## config.mk

```make
export PLATFORM = sky130hd
export DESIGN_NAME = lfsr_rng_bank
export DESIGN_NICKNAME = d
export VERILOG_FILES = /design/src/rtl/lfsr_pkg.sv /design/src/rtl/lfsr_channel.sv /design/src/rtl/lfsr_rng_bank.sv
export SDC_FILE = /design/constraint.sdc
export NUM_CORES = 1
export LEC_CHECK = 0
export ABC_AREA = 0
export CAP_MARGIN = 40
export CORE_MARGIN = 5
export CORE_UTILIZATION = 55
export CTS_CLUSTER_DIAMETER = 120
export DETAILED_ROUTE_END_ITERATION = 6
export GPL_ROUTABILITY_DRIVEN = 0
export GPL_TIMING_DRIVEN = 0
export MAX_ROUTING_LAYER = met4
export PLACE_DENSITY = 0.85
export SYNTH_ARGS = -nofsm -noshare
export SYNTH_HDL_FRONTEND = slang
export SYNTH_SLANG_ARGS = --single-unit
```

## constraint.sdc

```tcl
create_clock -name game_clk -period 10.2 [get_ports game_clk]
set_input_delay 1.02 -clock game_clk [delete_from_list [all_inputs] [get_ports game_clk]]
set_output_delay 1.02 -clock game_clk [all_outputs]
set_load 0.005 [all_outputs]
```

## src/rtl/lfsr_pkg.sv

```systemverilog
// Shared definitions for the LFSR random-number bank: game-state codes,
// default tap mask and seed, and the seed rotation helper.
package lfsr_pkg;

    localparam logic [1:0] IDLE           = 2'b00;
    localparam logic [1:0] OPENING_SCREEN = 2'b01;
    localparam logic [1:0] GAME_RUNNING   = 2'b10;
    localparam logic [1:0] GAME_OVER      = 2'b11;

    localparam logic [31:0] DEF_TAPS = 32'h10244220;
    localparam logic [31:0] DEF_SEED = 32'h0000ACE1;

    // Rotate the low w bits of v left by n; bits at and above w come back zero.
    // Channels are decorrelated by rotating the common seed by 8*k.
    function automatic logic [63:0] rotl(input logic [63:0] v, input int w, input int n);
        logic [63:0] r;
        r = '0;
        for (int i = 0; i < 64; i++) begin
            if (i < w) r[(i + n) % w] = v[i];
        end
        return r;
    endfunction

endpackage

```

## src/rtl/lfsr_channel.sv

```systemverilog
// Single Fibonacci LFSR channel with load, advance and hold.
// With LFSR_LOCKUP_GUARD_EN defined, an all-zero state is replaced by the
// channel's reset seed on the next edge unless a load takes precedence.
module lfsr_channel
    import lfsr_pkg::*;
#(
    parameter int               WIDTH    = 32,
    parameter logic [WIDTH-1:0] TAPS     = WIDTH'(DEF_TAPS),
    parameter logic [WIDTH-1:0] RST_SEED = WIDTH'(DEF_SEED)
) (
    input  logic             game_clk,
    input  logic             rst,
    input  logic             load,
    input  logic [WIDTH-1:0] load_val,
    input  logic             advance,
`ifdef LFSR_LOCKUP_GUARD_EN
    output logic             zero,
`endif
    output logic [WIDTH-1:0] state
);

    logic fb;

    assign fb = ^(state & TAPS);

`ifdef LFSR_LOCKUP_GUARD_EN
    assign zero = (state == '0);
`endif

    // State register: reset > load > (guard reload) > advance > hold.
    always_ff @(posedge game_clk or negedge rst) begin
        if (!rst) begin
            state <= RST_SEED;
        end else if (load) begin
            state <= load_val;
`ifdef LFSR_LOCKUP_GUARD_EN
        end else if (zero) begin
            state <= RST_SEED;
`endif
        end else if (advance) begin
            state <= {state[WIDTH-2:0], fb};
        end
    end

endmodule

```

## src/rtl/lfsr_rng_bank.sv

```systemverilog
// Bank of NUM_CH independent LFSRs advancing while the game runs, with
// runtime reseed and a registered bounded-range request port.
// Optional build macro: LFSR_LOCKUP_GUARD_EN adds all-zero recovery and the
// lockup pulse output.
module lfsr_rng_bank
    import lfsr_pkg::*;
#(
    parameter int               WIDTH   = 32,
    parameter logic [WIDTH-1:0] TAPS    = WIDTH'(DEF_TAPS),
    parameter logic [WIDTH-1:0] SEED    = WIDTH'(DEF_SEED),
    parameter int               NUM_CH  = 4,
    parameter int               RANGE_W = 8,
    parameter int               CH_W    = 2
) (
    input  logic                    rst,
    input  logic                    game_clk,
    input  logic [1:0]              game_state_w,
    input  logic                    seed_load,
    input  logic [WIDTH-1:0]        seed_in,
    output logic [NUM_CH*WIDTH-1:0] random_number,
    input  logic                    req_valid,
    input  logic [CH_W-1:0]         req_ch,
    input  logic [RANGE_W-1:0]      req_max,
    output logic                    resp_valid,
    output logic [RANGE_W-1:0]      resp_data
`ifdef LFSR_LOCKUP_GUARD_EN
    ,
    output logic                    lockup
`endif
);

    logic [WIDTH-1:0]     seed_sel;
    logic                 advance;
    logic [RANGE_W-1:0]   st_top [NUM_CH];
    logic [RANGE_W-1:0]   top_sel;
    logic [RANGE_W:0]     span;
    logic [2*RANGE_W:0]   prod;
    logic [RANGE_W-1:0]   scaled;
`ifdef LFSR_LOCKUP_GUARD_EN
    logic [NUM_CH-1:0]    zero_vec;
`endif

    // A zero reseed value would lock the LFSRs, so it falls back to SEED.
    assign seed_sel = (seed_in != '0) ? seed_in : SEED;
    assign advance  = (game_state_w == GAME_RUNNING);

    for (genvar k = 0; k < NUM_CH; k++) begin : g_ch
        localparam int ROT = (8 * k) % WIDTH;
        logic [WIDTH-1:0] load_val;
        logic [WIDTH-1:0] ch_state;

        assign load_val = WIDTH'(rotl(64'(seed_sel), WIDTH, ROT));

        lfsr_channel #(
            .WIDTH    (WIDTH),
            .TAPS     (TAPS),
            .RST_SEED (WIDTH'(rotl(64'(SEED), WIDTH, ROT)))
        ) u_ch (
            .game_clk (game_clk),
            .rst      (rst),
            .load     (seed_load),
            .load_val (load_val),
            .advance  (advance),
`ifdef LFSR_LOCKUP_GUARD_EN
            .zero     (zero_vec[k]),
`endif
            .state    (ch_state)
        );

        assign random_number[k*WIDTH +: WIDTH] = ch_state;
        assign st_top[k] = ch_state[WIDTH-1 -: RANGE_W];
    end

    // Out-of-range channel indices fall back to channel 0. The product is one
    // bit wider than twice RANGE_W so req_max = all-ones cannot overflow.
    assign top_sel = (int'(req_ch) < NUM_CH) ? st_top[req_ch] : st_top[0];
    assign span    = {1'b0, req_max} + 1'b1;
    assign prod    = {{(RANGE_W+1){1'b0}}, top_sel} * {{RANGE_W{1'b0}}, span};
    assign scaled  = RANGE_W'(prod >> RANGE_W);

    // Response register: one-cycle strobe per request, data holds between.
    always_ff @(posedge game_clk or negedge rst) begin
        if (!rst) begin
            resp_valid <= 1'b0;
            resp_data  <= '0;
        end else begin
            resp_valid <= req_valid;
            if (req_valid) resp_data <= scaled;
        end
    end

`ifdef LFSR_LOCKUP_GUARD_EN
    // Lockup pulse accompanies the guard reload; a reseed masks the reload.
    always_ff @(posedge game_clk or negedge rst) begin
        if (!rst) lockup <= 1'b0;
        else      lockup <= (|zero_vec) & ~seed_load;
    end
`endif

endmodule

```

# ---- Word level (Yosys, flattened, before mapping)
# Cells that the tools add are included.
dict set report op_classes {
  add_sub_neg 1
  magnitude_cmp 1
  bitwise 1
  mux 12
  eq_ne 1
  multipliers 1
  n_reduce_logical 6
}
# cell n
set op_table {}
lappend op_table {{$mux 32} 9}
lappend op_table {{$reduce_xor 32->1} 4}
lappend op_table {{$reduce_bool 32->1} 1}
lappend op_table {{$bmux 8 s2} 1}
lappend op_table {{$mul 8x9->16} 1}
lappend op_table {{$mux 8} 2}
lappend op_table {{$add 8x1->9 const B} 1}
lappend op_table {{$ge 3x3->1 const B} 1}
lappend op_table {{$not 2->3} 1}
lappend op_table {{$eq 2x2->1 const B} 1}
lappend op_table {{$reduce_bool 2->1} 1}
dict set report word_totals {
  regBits 137
  input_bits 48
  out_inout_bits 137
  wordCells 29
}

# ---- Logic depth before layout (Yosys ltp)
# Gate-level depths: netlist (run 1).
dict set report depth {
  word_depth 5
  ltp_mapped 19
  mapped_depth_nobuf 18
}

# ---- Hierarchy
# Synthesis (run 1) repeated with hierarchy kept, for this count alone.
dict set report unflattened {
  hier_cells 949
  area_unflattened_um2 9158.8
}
# mod seq_area_each_um2 cells_per_inst n_inst area_per_inst_um2
set modules_own_cells {}
lappend modules_own_cells {lfsr_channel 810.8 143 4 1522.7}
lappend modules_own_cells {lfsr_rng_bank 225.2 377 1 3067.9}

# ---- Worst setup path after synthesis (run 1)
# Ideal clock, no wire load.
dict set report synth_timing {
  kind {input -> register}
  startpoint {input port req_ch[1]}
  endpoint {register resp_data[4]}
  setup_time_ns 0.131
  path_stages 17
  setup_slack_ns 4.407
  t_required_ns 10.069
  arrival_time_ns 5.661
  path_buffers 2
  path_cell_list {buf_6 > clkbuf_1 > mux2_2 > o21ai_0 > nor2_1 > fa_1 > fa_1 > inv_1 > fa_1 > inv_1 > fa_1 > ha_1 > o211ai_1 > o21a_1 > o211a_1 > o2111a_1 > or3_1}
}
dict set report synth_via {
  elab_chain_len 5
}
# item line
set synth_lines {}
lappend synth_lines {{from (decl)} lfsr_rng_bank.sv:22} ;# input logic [CH_W-1:0] req_ch,
lappend synth_lines {{$not 2->3 (implied by the code)} lfsr_rng_bank.sv:76} ;# assign top_sel = (int'(req_ch) < NUM_CH) ? st_top[req_ch] : st_top[0];
lappend synth_lines {{$bmux 8 s2} lfsr_rng_bank.sv:76}
lappend synth_lines {{$mux 8 (implied by the code) (2 in series)} lfsr_rng_bank.sv:76}
lappend synth_lines {{$mul 8x9->16} lfsr_rng_bank.sv:78} ;# assign prod = {{(RANGE_W+1){1'b0}}, top_sel} * {{RANGE_W{1'b0}}, span};
lappend synth_lines {{to (signal assigned)} lfsr_rng_bank.sv:88} ;# if (req_valid) resp_data <= scaled;
lappend synth_lines {{to (decl)} lfsr_rng_bank.sv:25} ;# output logic [RANGE_W-1:0] resp_data
# No other way between the ends. The select of a mux whose other input is x is not followed.
# A chain may end at the register's enable or synchronous reset.

# ---- Final worst setup path (run 1)
dict set report layout_timing {
  startpoint {input port req_max[0]}
  endpoint {register resp_data[4]}
}
dict set report layout_via {
  elab_chain_len 2
}
# item line
set layout_lines {}
lappend layout_lines {{from (decl)} lfsr_rng_bank.sv:23} ;# input logic [RANGE_W-1:0] req_max,
lappend layout_lines {{$add 8x1->9} lfsr_rng_bank.sv:77} ;# assign span = {1'b0, req_max} + 1'b1;
lappend layout_lines {{$mul 8x9->16} lfsr_rng_bank.sv:78}
# No other way between the ends.

==> results of run 1 <==
[final timing paths]
kind / endpoint / slack, ns / startpoint
worst max-delay path: resp_data[4]$_DFFE_PN0P_ / 3.90 / req_max[0]
worst min-delay path: resp_data[6]$_DFFE_PN0P_ / 0.48 / resp_data[6]$_DFFE_PN0P_
worst max register to register: resp_data[5]$_DFFE_PN0P_ / 4.91 / g_ch[0].u_ch.state[26]$_DFFE_PN0P_
worst min register to register: resp_data[6]$_DFFE_PN0P_ / 0.48 / resp_data[6]$_DFFE_PN0P_
max in group asynchronous: g_ch[0].u_ch.state[0]$_DFFE_PN1P_ / 8.81 / rst
min in group asynchronous: g_ch[1].u_ch.state[16]$_DFFE_PN0P_ / 0.53 / rst
[stage by stage]
step | total power [W] | cell area, um2
6_report | 0.00264 | 11600
5_1_grt | 0.00279 | 11600
4_1_cts | 0.00263 | 11600
3_5_place_dp | 0.00194 | 11000
3_3_place_gp | 0.00189 | 11000
2_1_floorplan | 0.00146 | 8900
[worst register-to-register path, cell delays in order, from the launching register on]
cell     delay [ns]
dfrtp_1        0.42
mux2_2         0.30
o21ai_0        0.66
nor2_1         0.17
fa_1           0.54
fa_1           0.51
fa_1           0.49
inv_1          0.05
fa_1           0.47
inv_1          0.04
ha_1           0.39
nand2_1        0.07
o21ai_0        0.48
a21oi_1        0.15
a221o_1        0.34
a31oi_1        0.15
[registers in the layout, indices dropped and copies added (netlist names)]
signal	flops
resp_data	8
resp_valid	1
g_ch.u_ch.state	128
[cell usage after synthesis (6+ instances only)]
master    number
xnor2_1       25
o22ai_1       14
o21ai_0      119
nor2b_1        8
o21a_1         6
o31ai_1       18
nor4_1         8
inv_1         51
mux2i_1      102
nand2b_1       6
clkbuf_1      44
and2_1        18
nand2_1      153
nor2_1        60
mux2_2         7
a21oi_1       10
nand4_1        6
dfrtp_1      105
ha_1          33
fa_1          40
xor2_1        10
dfstp_2       32
[layout make-up]
class | count | area (um2)
plain buffers | 50 | 203
clock buffers | 22 | 464
clock inverters | 10 | 168
fillers | 1149 | 4240
inverters | 51 | 191
multi-input cells | 685 | 5040
flip-flops and latches | 137 | 3470
well taps | 216 | 270
repair buffers | 182 | 1840
[kinds of logic after synthesis]
group	Yosys count	share of synthesized area, %
simple gates	273	13.2
compound gates	190	12.6
flops	137	39.0
mux	114	13.7
buf+inv	101	4.43
fa+ha+maj	73	13.6
xor+xnor	35	3.44
[metal layers]
metal  up-vias  GRT usage [%]
li1       3572              -
met1      4111           42.1
met2       511           53.1
met3       134           10.4
met4         0           14.8
met5         -              -
[power breakdown]
part	internal, W	switching [W]
sequential	0.000656	0.000109
combinational	0.000559	0.000642
clock	0.000424	0.000248
==> results.md, run 1 <==
* Cell area after synthesis at 8900 um2
* Clock Skew at 0.0105 ns
* Biggest area consumer among synthesized cells: dfrtp_1
* Hold Path Stages at 2
* Synth Area per Inst at 9.64 um2
* Pre-CTS setup slack at 3.57 ns
* Worst skew pair latency at 0.43 ns
* Initial antenna violation count at 0
* Layout cells sized above 1 at 6.60%
* Maximum vdd ir drop at 209 uV
* HPWL Detailed at 22.1 mm
* # H-tree levels at 4
* CP max FO at 10
* Ys Warns at 0
* CP peak stage delay at between 0.6 and 0.7 ns
* CP Capture Type: flip-flop
* WS Path Type: input port to flip-flop
* CP arrival at ~6.6 ns
* Row count at 46
* Grt ovf at 0
* Critical Path RT at ~11 ns
* Worst-margin pin slew at 0.909 ns
* Slew Viols, Final at 0
* GRT Util Overall at between 30% and 40%
* Nature of the critical path startpoint: input port
* Vias at approximately 8300
* Max_slew headroom at between 30% and 40%
* Synthesis-to-layout area growth at 30.8%
* Core ar. at 15900 um2
* WP buf/inv at 2
* Area contributors post-synth: dfrtp_1 (30%), mux2i_1 (11%), dfstp_2 (9.4%), fa_1 (9.0%), o21ai_0 (6.7%)
* CTS tree: built
* DR iter-0 viols at 794
* FMAX at 159 MHz
* Most common cell after layout, fill and taps aside: clkdlybuf4s50_1
* Width of the die at about 140 um
* Final Hold Violating Endpoints at 0
* Num CTS Buffers at 17
* Tmin final at about 6.3 ns
* Placed insts at 1321
* Wire length on met3 at 3.39 mm
* Pleak at 5.15 nW
* Crit path top cell by count: fa_1
* DRC at 0
* Cts repair resizes at 0
* Post-synthesis sequential area ratio at roughly two fifths
* Fin util at 73.3%
* Async S/R FF share, synth at 100%
* Crit path depth at 16
* WL final at 30.3 mm
* Wire length on met1 at 11.4 mm
* Final Cycle Share at 61.7%
* Setup bufs post-CTS at 0
* # clock sinks at between 100 and 150
* Routed Antenna Nets at 0
* Yosys top cell area share at 29.5%
* Final setup fails at 0
* Vias in the first global route at between 8000 and 9000
* Status: finished clean
* Register bit total from synthesis at 137
* EDFF count, synth at 0
* Final std cells w/o fill at 1353
* Max-cap violations at 0
* Top Metal Used: met4
* Total I/O pin count at 185
* Fin worst setup slack at 3.90 ns
* Worst min path class: flip-flop to flip-flop
* Port-buffer cells at 181
* WHS at 0.484 ns
* Hold Buf Count CTS at 0
* Routed wl met2 at 14.2 mm
* Largest net degree at the start of global routing at 94
* Max Buffers Root-to-Sink at 2
* Commonest non-fill, non-tap cells in the layout: clkdlybuf4s50_1 (180), nand2_1 (153), o21ai_0 (119), dfrtp_1 (105), mux2i_1 (102)
* Worst path top cell family by delay: adder cells
* Initial Utilization at 56.0%
* Cells after Synth at 923
* Die Ht at about 140 um
* Drt pass-1 iters at 7
* Ordered list of cells on the worst path: clkdlybuf4s50_1, ha_1, and3_1, xnor2_1, nand2b_1, fa_1, fa_1, inv_1, fa_1, fa_1, ha_1, o211ai_1, o21a_1, o211a_1, o2111a_1, or3_1
* Cells on worst reg2reg path at 15
* CTS clk-pin slew, worst paths at 0.06 ns
* Wire length per cell at approximately 22 um
* Die footprint at ~19000 um2
* Slowest library cell on the worst path: xnor2_1
* Post-synth cell types at between 40 and 50
* Unrepaired setup endpoints after global routing: no
* Synth Net Count at 1044
* CTS Root Cell: clkbuf_16
* Top_reg_cell synth: dfrtp_1
* Via density at 6.16
* PwrDens at 227 nW/um2
* Global-route wire length before repair at 47.6 mm
* Setup TNS at 0 ns
* # nets final at 1245
* Ant diodes at 0
Power figures use the tool's default switching activity.
==> inputs of run 2 (changes only) <==
--- a/config.mk
+++ b/config.mk
@@ -8,13 +8,13 @@
 export ABC_AREA = 0
 export CAP_MARGIN = 40
 export CORE_MARGIN = 5
-export CORE_UTILIZATION = 55
+export CORE_UTILIZATION = 47
 export CTS_CLUSTER_DIAMETER = 120
 export DETAILED_ROUTE_END_ITERATION = 6
 export GPL_ROUTABILITY_DRIVEN = 0
 export GPL_TIMING_DRIVEN = 0
 export MAX_ROUTING_LAYER = met4
-export PLACE_DENSITY = 0.85
+export PLACE_DENSITY = 0.77
 export SYNTH_ARGS = -nofsm -noshare
 export SYNTH_HDL_FRONTEND = slang
 export SYNTH_SLANG_ARGS = --single-unit
==> constraint.sdc (replaced) <==
create_clock -name game_clk -period 5.7 [get_ports game_clk]
set_input_delay 0.57 -clock game_clk [delete_from_list [all_inputs] [get_ports game_clk]]
set_output_delay 0.57 -clock game_clk [all_outputs]
set_load 0.005 [all_outputs]
==> run 2 against run 1 <==
Against the previous run: clock-buffer cell count fell by 3; non-clock buffer count did not move; power rose by 78%; global-route usage fell by 5.6 points; die area rose by 16%; hold slack got worse by 0.32 ns; final cell count rose by 1.3%; register-to-register slack got worse by 4.5 ns; wire length barely moved; design area rose by 0.51%.
==> results.md, run 2 (synthesized netlist as in run 1, its figures left out) <==
* Status: finished clean
* Post-placement cell area at 11000 um2 (+0.20%)
* # nets final at 1245 (unchanged)
* Final Cycle Share at between 90 and 100%
* PwrDens at 401 nW/um2 (+77%)
* CP arrival at 5.80 ns (-0.81 ns)
* CP Capture Type: flip-flop
* Top Registers: g_ch.u_ch.state (128), resp_data (8), resp_valid (1)
* Num CTS Buffers at 17 (unchanged)
* Initial antenna violation count at 0 (unchanged)
* Switching Fraction at 37.8% (-0.057 points)
* Hold Buf Count CTS at 0 (unchanged)
* Max reg flops at 128 (unchanged)
* CTS Root Cell: clkbuf_16
* CP max FO at 6 (-4)
* Synthesis-to-layout area growth at 31.5%
* Worst Setup EP: resp_data[7]$_DFFE_PN0P_
* Worst reg2reg setup slack at 0.44 ns (-4.47 ns)
* HPWL Detailed at 22.6 mm (+2.5%)
* Worst min path class: input port to asynchronous set/reset pin
* # clock sinks at 137 (unchanged)
* Placed insts at 1339 (+1.4%)
* Nature of the critical path startpoint: input port
* GRT Util Overall at 28.8% (-5.6 points)
* WL final at 30.4 mm (about the same)
* Largest Register: g_ch.u_ch.state
* Setup bufs post-CTS at 0 (unchanged)
* Port-buffer cells at 181 (unchanged)
* # H-tree levels at 4 (unchanged)
* Routed Antenna Nets at 0 (unchanged)
* Ant diodes at 0 (unchanged)
* Slowest library cell on the worst path: fa_1
* Core ar. at 18700 um2 (+18%)
* Drt pass-1 iters at 7 (unchanged)
* CTS tree: built
* Max Buffers Root-to-Sink at 2 (unchanged)
* Vias at 8167 (-1.9%)
* Cells on worst reg2reg path at 15 (unchanged)
* Comb pwr share at 45.2% (-0.3 points)
* Largest net degree at the start of global routing at 72 (-23%)
* Most common cell after layout, fill and taps aside: clkdlybuf4s50_1
* Ordered list of cells on the worst path: clkdlybuf4s50_1, ha_1, and3_1, and2_1, xnor2_2, nor2_1, fa_1, fa_1, fa_1, inv_1, fa_1, inv_1, ha_1, nand2_1, o21ai_0, a211oi_4, a2111oi_1, a211o_1
* Final setup fails at 0 (unchanged)
* Max-cap violations at 0 (unchanged)
* Pleak at 5.18 nW (+0.48%)
* Int Power at 0.00292 W (+78%)
* Setup TNS at 0 ns (unchanged)
* Initial Utilization at 47.6% (-8.4 points)
* Tmin final at ~5.4 ns
* Worst skew pair latency at 0.43 ns (about the same)
* Maximum vdd ir drop at 234 uV (+12%)
* Critical Path RT at 6.06 ns (-4.45 ns)
* Sequential share of power at 29.2% (+0.2 points)
* Row count at 50 (+8.7%)
* CTS clk-pin slew, worst paths at 0.06 ns (about the same)
* Commonest non-fill, non-tap cells in the layout: clkdlybuf4s50_1 (179), nand2_1 (153), o21ai_0 (118), dfrtp_1 (105), mux2i_1 (102)
* Unrepaired setup endpoints after global routing: yes
* Final Hold Violating Endpoints at 0 (unchanged)
* Fin area at 11700 um2 (+0.51%)
* Total I/O pin count at 185 (unchanged)
* Layout cells sized above 1 at 7.12% (+0.53 points)
* Worst-margin pin slew at 0.890 ns (-0.0192 ns)
* Grt ovf at 0 (unchanged)
* Clock power share at 25.6% (about the same)
* Fill cells at 1557 (+36%)
* Die Ht at 148 um (+7.6%)
* Max_slew headroom at 40.7% (+1.7 points)
* Pre-CTS setup slack at -0.585 ns (-4.16 ns)
* FMAX at 184 MHz
* Vias in the first global route at 8340 (-3.9%)
* DRC at 0 (unchanged)
* Sw Pwr at 0.00178 W (+78%)
* Slew Viols, Final at 0 (unchanged)
* Cts repair resizes at 2 (+2)
* Fin worst setup slack at 0.262 ns (-3.64 ns)
* Width of the die at 148 um (+7.6%)
* RR Endpoint: resp_data[7]$_DFFE_PN0P_
* Crit path top cell by count: fa_1
* Final std cells w/o fill at 1371 (+1.3%)
* Worst Setup SP: req_max[1]
* Die footprint at 21800 um2 (+16%)
* Clock Skew at 0.0105 ns (-0.0000203 ns)
* DR iter-0 viols at 718 (-9.6%)
* Global-route wire length before repair at 47.5 mm (-0.32%)
* Wire length per cell at 22.1 um (-1.2%)
* CP peak stage delay at 0.53 ns (-0.14 ns)
* Via density at 5.96 (-3.2%)
* WS Path Type: input port to flip-flop
* Worst r2r src: g_ch[2].u_ch.state[28]$_DFFE_PN0P_
[run 2: cell types whose count changed in the layout (fill, tap and decap cells not counted), moves of 2 or more]
cell | previous run | this run
clkbuf_1 | 47 | 45
xnor2_1 | 25 | 23
xnor2_2 | 0 | 2
xor2_1 | 10 | 8
xor2_2 | 0 | 2
[run 2: final cells by class]
type | count | area [um2] | area share (%)
Buffer | 50 | 203 | 1.73
Clock buffer | 19 | 443 | 3.79
Clock inverter | 13 | 193 | 1.65
Inverter | 51 | 191 | 1.64
Multi-Input combinational cell | 685 | 5070 | 43.3
Sequential cell | 137 | 3470 | 29.6
Tap cell | 234 | 293 | 2.50
Timing Repair Buffer | 182 | 1840 | 15.8
[run 2: critical path, delay by kind of cell]
kind            cells  cell delay (ns)
buf+inv             3             0.61
compound gates      4             1.08
xor+xnor            1             0.20
fa+ha+maj           6             2.58
simple gates        4             0.74
[run 2: per-stage QoR]
step | utilization (%) | hold slack [ns] | power, W
2_1_floorplan | - | 0.274 | 0.00262
3_3_place_gp | 58.8 | 0.466 | 0.00341
3_5_place_dp | 59.0 | 0.476 | 0.00348
4_1_cts | 62.5 | 0.187 | 0.00470
5_1_grt | 62.6 | 0.226 | 0.00501
6_report | 62.6 | 0.169 | 0.00470
[run 2: how the worst min path moves through the flow]
stage	end	cells after the start	slack, ns	startpoint
finish	g_ch[1].u_ch.state[24]$_DFFE_PN0P_	1	0.17	rst
global route	g_ch[1].u_ch.state[24]$_DFFE_PN0P_	1	0.23	rst
CTS	resp_data[0]$_DFFE_PN0P_	1	0.19	rst
detailed placement	g_ch[0].u_ch.state[13]$_DFFE_PN1P_	2	0.48	g_ch[0].u_ch.state[13]$_DFFE_PN1P_
global placement	g_ch[2].u_ch.state[16]$_DFFE_PN1P_	2	0.47	g_ch[2].u_ch.state[16]$_DFFE_PN1P_
floorplan	g_ch[0].u_ch.state[12]$_DFFE_PN0P_	0	0.27	rst
[run 2: routing by layer]
metal | GRT usage (%) | vias to the layer above | share of wire (%)
li1 | - | 3575 | -
met1 | 36.1 | 4058 | 40
met2 | 45.4 | 437 | 47
met3 | 6.74 | 97 | 9.1
met4 | 11.5 | 0 | 4.0
met5 | - | - | 0
[run 2: power groups by stage]
stage                     Combinational (W)  Sequential (W)  Clock [W]
after CTS                           0.00212         0.00137    0.00121
after detailed placement            0.00210         0.00138          0
after global routing                0.00236         0.00139    0.00125
final                               0.00212         0.00137    0.00120
after global placement              0.00203         0.00137          0
after floorplan                     0.00129         0.00133          0
